### src/rtl/m8_error_monitor.sv
// m8_error_monitor
// Exhaustive error-characterisation engine for one 8x8 approximate multiplier.
// Sweeps all 65536 operand pairs on op_a/op_b, takes the combinational product
// back on approx_y, compares against the exact product and accumulates error
// count, summed error distance, and the first pair reaching the largest error.
module m8_error_monitor #(
  parameter int unsigned ED_THRESH = 0,
  parameter int unsigned SUM_W     = 32
) (
  input  logic             clk,
  input  logic             rst,
  input  logic             start,
  output logic [7:0]       op_a,
  output logic [7:0]       op_b,
  input  logic [15:0]      approx_y,
  output logic             busy,
  output logic             done,
  output logic [16:0]      err_count,
  output logic [SUM_W-1:0] sum_ed,
  output logic [15:0]      max_ed,
  output logic [7:0]       max_a,
  output logic [7:0]       max_b
);

  localparam logic [1:0] S_IDLE  = 2'd0;
  localparam logic [1:0] S_SWEEP = 2'd1;
  localparam logic [1:0] S_DRAIN = 2'd2;
  localparam logic [1:0] S_DONE  = 2'd3;

  logic [1:0]  state;
  logic        drain_cnt;
  logic        accept;

  logic        v1;
  logic [15:0] exact1;
  logic [15:0] approx1;
  logic [7:0]  a1;
  logic [7:0]  b1;

  logic        v2;
  logic [15:0] ed2;
  logic [7:0]  a2;
  logic [7:0]  b2;

  logic [16:0] diff;
  logic [15:0] ed_next;

  assign accept = start && ((state == S_IDLE) || (state == S_DONE));
  assign busy   = (state == S_SWEEP) || (state == S_DRAIN);
  assign done   = (state == S_DONE);

  // Magnitude of the 17-bit exact-minus-approx difference.
  always_comb begin
    diff    = {1'b0, exact1} - {1'b0, approx1};
    ed_next = diff[16] ? (~diff[15:0] + 16'd1) : diff[15:0];
  end

  // Control FSM and operand sweep counter; DRAIN lasts two cycles to flush S2/S3.
  always_ff @(posedge clk) begin
    if (rst) begin
      state     <= S_IDLE;
      op_a      <= '0;
      op_b      <= '0;
      drain_cnt <= 1'b0;
    end else begin
      case (state)
        S_IDLE, S_DONE: begin
          if (start) begin
            state        <= S_SWEEP;
            {op_a, op_b} <= '0;
          end
        end
        S_SWEEP: begin
          {op_a, op_b} <= {op_a, op_b} + 16'd1;
          if ({op_a, op_b} == 16'hFFFF) begin
            state     <= S_DRAIN;
            drain_cnt <= 1'b0;
          end
        end
        default: begin
          drain_cnt <= 1'b1;
          if (drain_cnt) state <= S_DONE;
        end
      endcase
    end
  end

  // S1 captures the presented pair, S2 registers its error distance.
  always_ff @(posedge clk) begin
    if (rst) begin
      v1      <= 1'b0;
      v2      <= 1'b0;
      exact1  <= '0;
      approx1 <= '0;
      a1      <= '0;
      b1      <= '0;
      ed2     <= '0;
      a2      <= '0;
      b2      <= '0;
    end else begin
      v1      <= (state == S_SWEEP);
      exact1  <= 16'(op_a) * 16'(op_b);
      approx1 <= approx_y;
      a1      <= op_a;
      b1      <= op_b;
      v2      <= v1;
      ed2     <= ed_next;
      a2      <= a1;
      b2      <= b1;
    end
  end

  // S3 accumulates metrics; strict '>' keeps the first maximum in sweep order.
  always_ff @(posedge clk) begin
    if (rst || accept) begin
      err_count <= '0;
      sum_ed    <= '0;
      max_ed    <= '0;
      max_a     <= '0;
      max_b     <= '0;
    end else if (v2) begin
      sum_ed    <= sum_ed + SUM_W'(ed2);
      err_count <= err_count + {16'd0, (32'(ed2) > ED_THRESH)};
      if (ed2 > max_ed) begin
        max_ed <= ed2;
        max_a  <= a2;
        max_b  <= b2;
      end
    end
  end

endmodule

### config.mk
export PLATFORM = sky130hd
export DESIGN_NAME = m8_error_monitor
export DESIGN_NICKNAME = d
export VERILOG_FILES = /design/src/rtl/m8_error_monitor.sv
export SDC_FILE = /design/constraint.sdc
export NUM_CORES = 1
export LEC_CHECK = 0
export CORE_AREA = 8 8 146 148
export DETAILED_ROUTE_END_ITERATION = 6
export DIE_AREA = 0 0 154 156
export PLACE_DENSITY_LB_ADDON = 0.15
export SLEW_MARGIN = 20
export SYNTH_ARGS = -nofsm -noshare
export SYNTH_HDL_FRONTEND = slang
export SYNTH_SLANG_ARGS = --single-unit
### constraint.sdc
create_clock -name clk -period 5.6 [get_ports clk]
set_clock_uncertainty 0.2 [all_clocks]
set_input_delay 0.84 -clock clk [delete_from_list [all_inputs] [get_ports clk]]
set_output_delay 0.84 -clock clk [all_outputs]
set_load 0.01 [all_outputs]
# Word-level counts from Yosys, hierarchy flattened
# Index checks and enable logic that the tools add are counted.
# op_classes
eq_ne	6
magnitude_cmp	2
n_mux	10
n_bitwise	2
multipliers	1
n_reduce_logical	12
add_sub_neg	5
# ops
operator	n
$add 16x1->16 const B	2
$add 32x16->32	1
$pmux 8 s2	2
$add 17x1->17	1
$sub 16x16->17	1
$eq 16x16->1 const B	1
$gt 16x1->1 const B	1
$gt 16x16->1	1
$mul 8x8->16	1
$mux 16	1
$not 16->16	1
$mux 8	1
$mux 2	3
$reduce_and 2->1	3
$eq 2x2->1 const B	2
$ne 2x2->1 const B	2
$pmux 2 s2	1
$logic_or 1x1->1	3
$reduce_and 3->1	1
$reduce_bool 3->1	1
$eq 2x1->1 const B	1
$logic_not 2->1	1
$pmux 1 s2	1
$reduce_bool 2->1	1
4 further kinds	4
# word_totals
output_inout_bits	99
reg_bits	182
in_bits	19
word_cells	56

# Logic depth before layout (Yosys ltp)
# depth
depth_word	4
mapped_depth	18
ltp_nobuf	17

# Worst setup path after synthesis
# No wires, ideal clock.
# synth_path
kind	reg2reg
start	register op_b[7]
end	register exact1[15]
setup_ns	0.074
path_stages_with_launch	18
t_required_ns	5.326
setup_slack_ns	0.943
arrival_time_ns	4.383
path_cell_list	dfxtp_1 clkbuf_1 nand2_1 fa_1 fa_1 inv_1 fa_1 inv_1 fa_1 inv_1 ha_1 inv_1 a21oi_1 o21ai_0 a211oi_1 o211ai_1 a211o_1 o21ai_0
# synth_between
elab_chain_cells	1
# synth_lines
item	line_no	text
start: declaration	14	output logic [7:0] op_b,
start signal: assignment	74	{op_a, op_b} <= {op_a, op_b} + 16'd1;
$mul 8x8->16	102	exact1 <= 16'(op_a) * 16'(op_b);
end signal: assignment	102	
end: declaration	35	logic [15:0] exact1;
# No other way between the ends.
# A chain may end at the register's enable or synchronous reset.

# Worst setup path in the final report
# Ends and elaborated chain as after synthesis.

==> flow_summary.json <==
{
  "post_cts_resized": 0,
  "rr_worst_depth": 16,
  "die-area_sq_um": 24000,
  "r2r-start": "op_b[7]",
  "root_buffer": "clkbuf_16",
  "io_buffers": 117,
  "synthCells": 1237,
  "powerDensity_nw_per_um2": 236,
  "final.min_clock_period_ns": 4.90,
  "worstHoldStart": "b1[1]",
  "min_period_over_period": 0.875,
  "async_reset_ff_frac": 0,
  "hold_class": "reg -> reg",
  "ys_types": 71,
  "grt-ovfl-total": 0,
  "relSlewSlack": 0.359,
  "endpoint_kind": "register",
  "design_area_sq_um": 12700,
  "final_layout_size_suffix_gt1_frac": 0.0552,
  "max_cap_viol_count": 0,
  "synth_top_area_share": 0.337,
  "yosysTopAreaCell": "dfxtp_1",
  "synthTopCellsByArea": "dfxtp_1, ha_1, fa_1",
  "dpl-instance-area_sq_um": 12100,
  "ys_warn_count": 0,
  "clk_latency_ns": 0.43,
  "ys_seq_area_frac": 0.337,
  "cts_hold_buf": 0,
  "wl_per_cell_um": 15.2,
  "min_path_cells": 1,
  "die_w_um": 154,
  "grtUsageTotal": 0.200,
  "synth_common_cells": "dfxtp_1, inv_1, nor2_1",
  "cts_buffers": 17,
  "peakVddDrop_mv": 0.214,
  "cts_setup_buffers": 0,
  "setup_viol": 0,
  "synth_most_common_cell": "dfxtp_1",
  "grt_start_max_net_pins": 65,
  "drtIter0Drc": 522,
  "synth_edf_count": 0,
  "arrival_ns": 5.07,
  "leakage_nw": 5.25,
  "tritoncts": "built",
  "setup_ws_ns": 0.699,
  "worstSetupPathType": "reg -> reg",
  "grt_pass1_vias": 8267,
  "synthFlopType": "dfxtp_1",
  "finalMaxSlewViolations": 0,
  "max_freq_ghz": 0.204,
  "utilization": 0.667,
  "fill_cells": 1606,
  "critPathLaunchType": "register",
  "rows": 51,
  "grt_pass1_wl_um": 39700,
  "outcome": "complete, no violations",
  "regArea_sq_um": 3640,
  "nets": 1476,
  "tightest_slew_ns": 0.958,
  "dr.pass1.iters": 5,
  "setup_tns_ns": 0,
  "path_max_fanout": 15,
  "fp.dieH_um": 156,
  "clock-sinks": 182,
  "htreeDepth": 4,
  "vias_per_cell": 5.51,
  "rsz0062_at_grt": "no",
  "multi_input_comb_area_sq_um": 6580,
  "wl_um": 24100,
  "dp_slack_ns": 0.712,
  "holdWs_ns": 0.237,
  "via_count": 8697,
  "clkSlewWorstSetupHoldPaths_ns": 0.08,
  "syn_to_final_growth_pct": 17.7,
  "rr_endpoint": "exact1[15]",
  "start_util": 0.567,
  "num_io_pins": 118,
  "synth_area_sq_um": 10800,
  "drc": 0,
  "r2r_slack_ns": 0.70,
  "n_antenna_cell": 0,
  "whs_endpoint": "b2[1]",
  "antenna_found_initial": 0,
  "antenna_left": 0,
  "finalHoldViolations": 0,
  "syn-mean-instance-area_sq_um": 8.75,
  "synth_nets": 1385,
  "routabilityCongestion": 0.844,
  "ys_ff_latch": 182,
  "hpwlAfterDp_um": 18000,
  "cts_buffer_depth": 2,
  "core-area_sq_um": 19100,
  "required_ns": 5.77
}
[per-stage QoR]
step           std cells  power [mW]
2_1_floorplan       1237        1.72
3_3_place_gp        1547        1.85
3_5_place_dp        1547        1.86
4_1_cts             1579        3.03
5_1_grt             1579        3.14
6_report            1579        3.01
[cell families after synthesis]
family | after synthesis | share of synthesized area
and+or+nand+nor | 440 | 0.213
buffers and inverters | 159 | 0.0566
xor gates and xnor gates | 74 | 0.0606
AOI/OAI and AO/OA | 236 | 0.141
DFF | 182 | 0.337
muxes | 17 | 0.0160
adders and majority gates | 129 | 0.176
[worst max-delay path: stages, from the launching register on]
cell and delay (ns):
dfxtp_1 0.61, nand2_1 0.15, fa_1 0.53, fa_1 0.57
inv_1 0.06, fa_1 0.54, inv_1 0.06, fa_1 0.53
inv_1 0.04, ha_1 0.30, inv_1 0.06, a21oi_1 0.15
o21ai_0 0.17, a211oi_1 0.36, o211ai_1 0.18, a211o_1 0.27
o21ai_0 0.06
[worst max-delay path by stage]
stage / from / to / slack [ns] / depth (start not counted)
after floorplan: op_b[7] / exact1[15] / 0.94 / 17
after global placement: op_b[7] / exact1[15] / 0.79 / 16
after detailed placement: op_b[7] / exact1[15] / 0.71 / 16
after CTS: op_b[7] / exact1[15] / 0.67 / 16
after global routing: op_b[7] / exact1[15] / 0.37 / 16
final: op_b[7] / exact1[15] / 0.70 / 16
[report_power, final]
| part | switching (mW) | internal, mW |
|---|---|---|
| Clock | 0.578 | 0.596 |
| Sequential | 0.0367 | 1.33 |
| Combinational | 0.298 | 0.170 |
| Total | 0.913 | 2.10 |
[layer usage]
metal | global-route usage | wire [um] | vias to the layer above
met5 | 0 | 0 | -
li1 | - | - | 4371
met4 | 0.0541 | 213 | 0
met2 | 0.356 | 11900 | 183
met1 | 0.244 | 11000 | 4121
met3 | 0.0352 | 983 | 22
[sequential cells by signal (all words and copies together) (netlist names), 16 cells and up]
signal	cells
sum_ed	32
err_count	17
approx1	16
ed2	16
exact1	16
max_ed	16
[final cells by class]
class	count	share of cell area
sequential	182	0.286
tap	238	0.0234
clock inverter	15	0.0127
clock buffer	17	0.0334
multi-input combinational	896	0.517
timing repair buffer	125	0.0963
inverter	106	0.0312
[layout by cell type (no fill, tap or decap), types with 53 or more instances in the layout]
cell             count
a21oi_1             79
and2_1              53
clkdlybuf4s50_1    116
dfxtp_1            182
ha_1                91
inv_1              106
nand2_1             68
nand3_1             62
nor2_1              99
nor2b_1             61
o21ai_0             63
No activity file was read; power rests on OpenSTA's default activity.
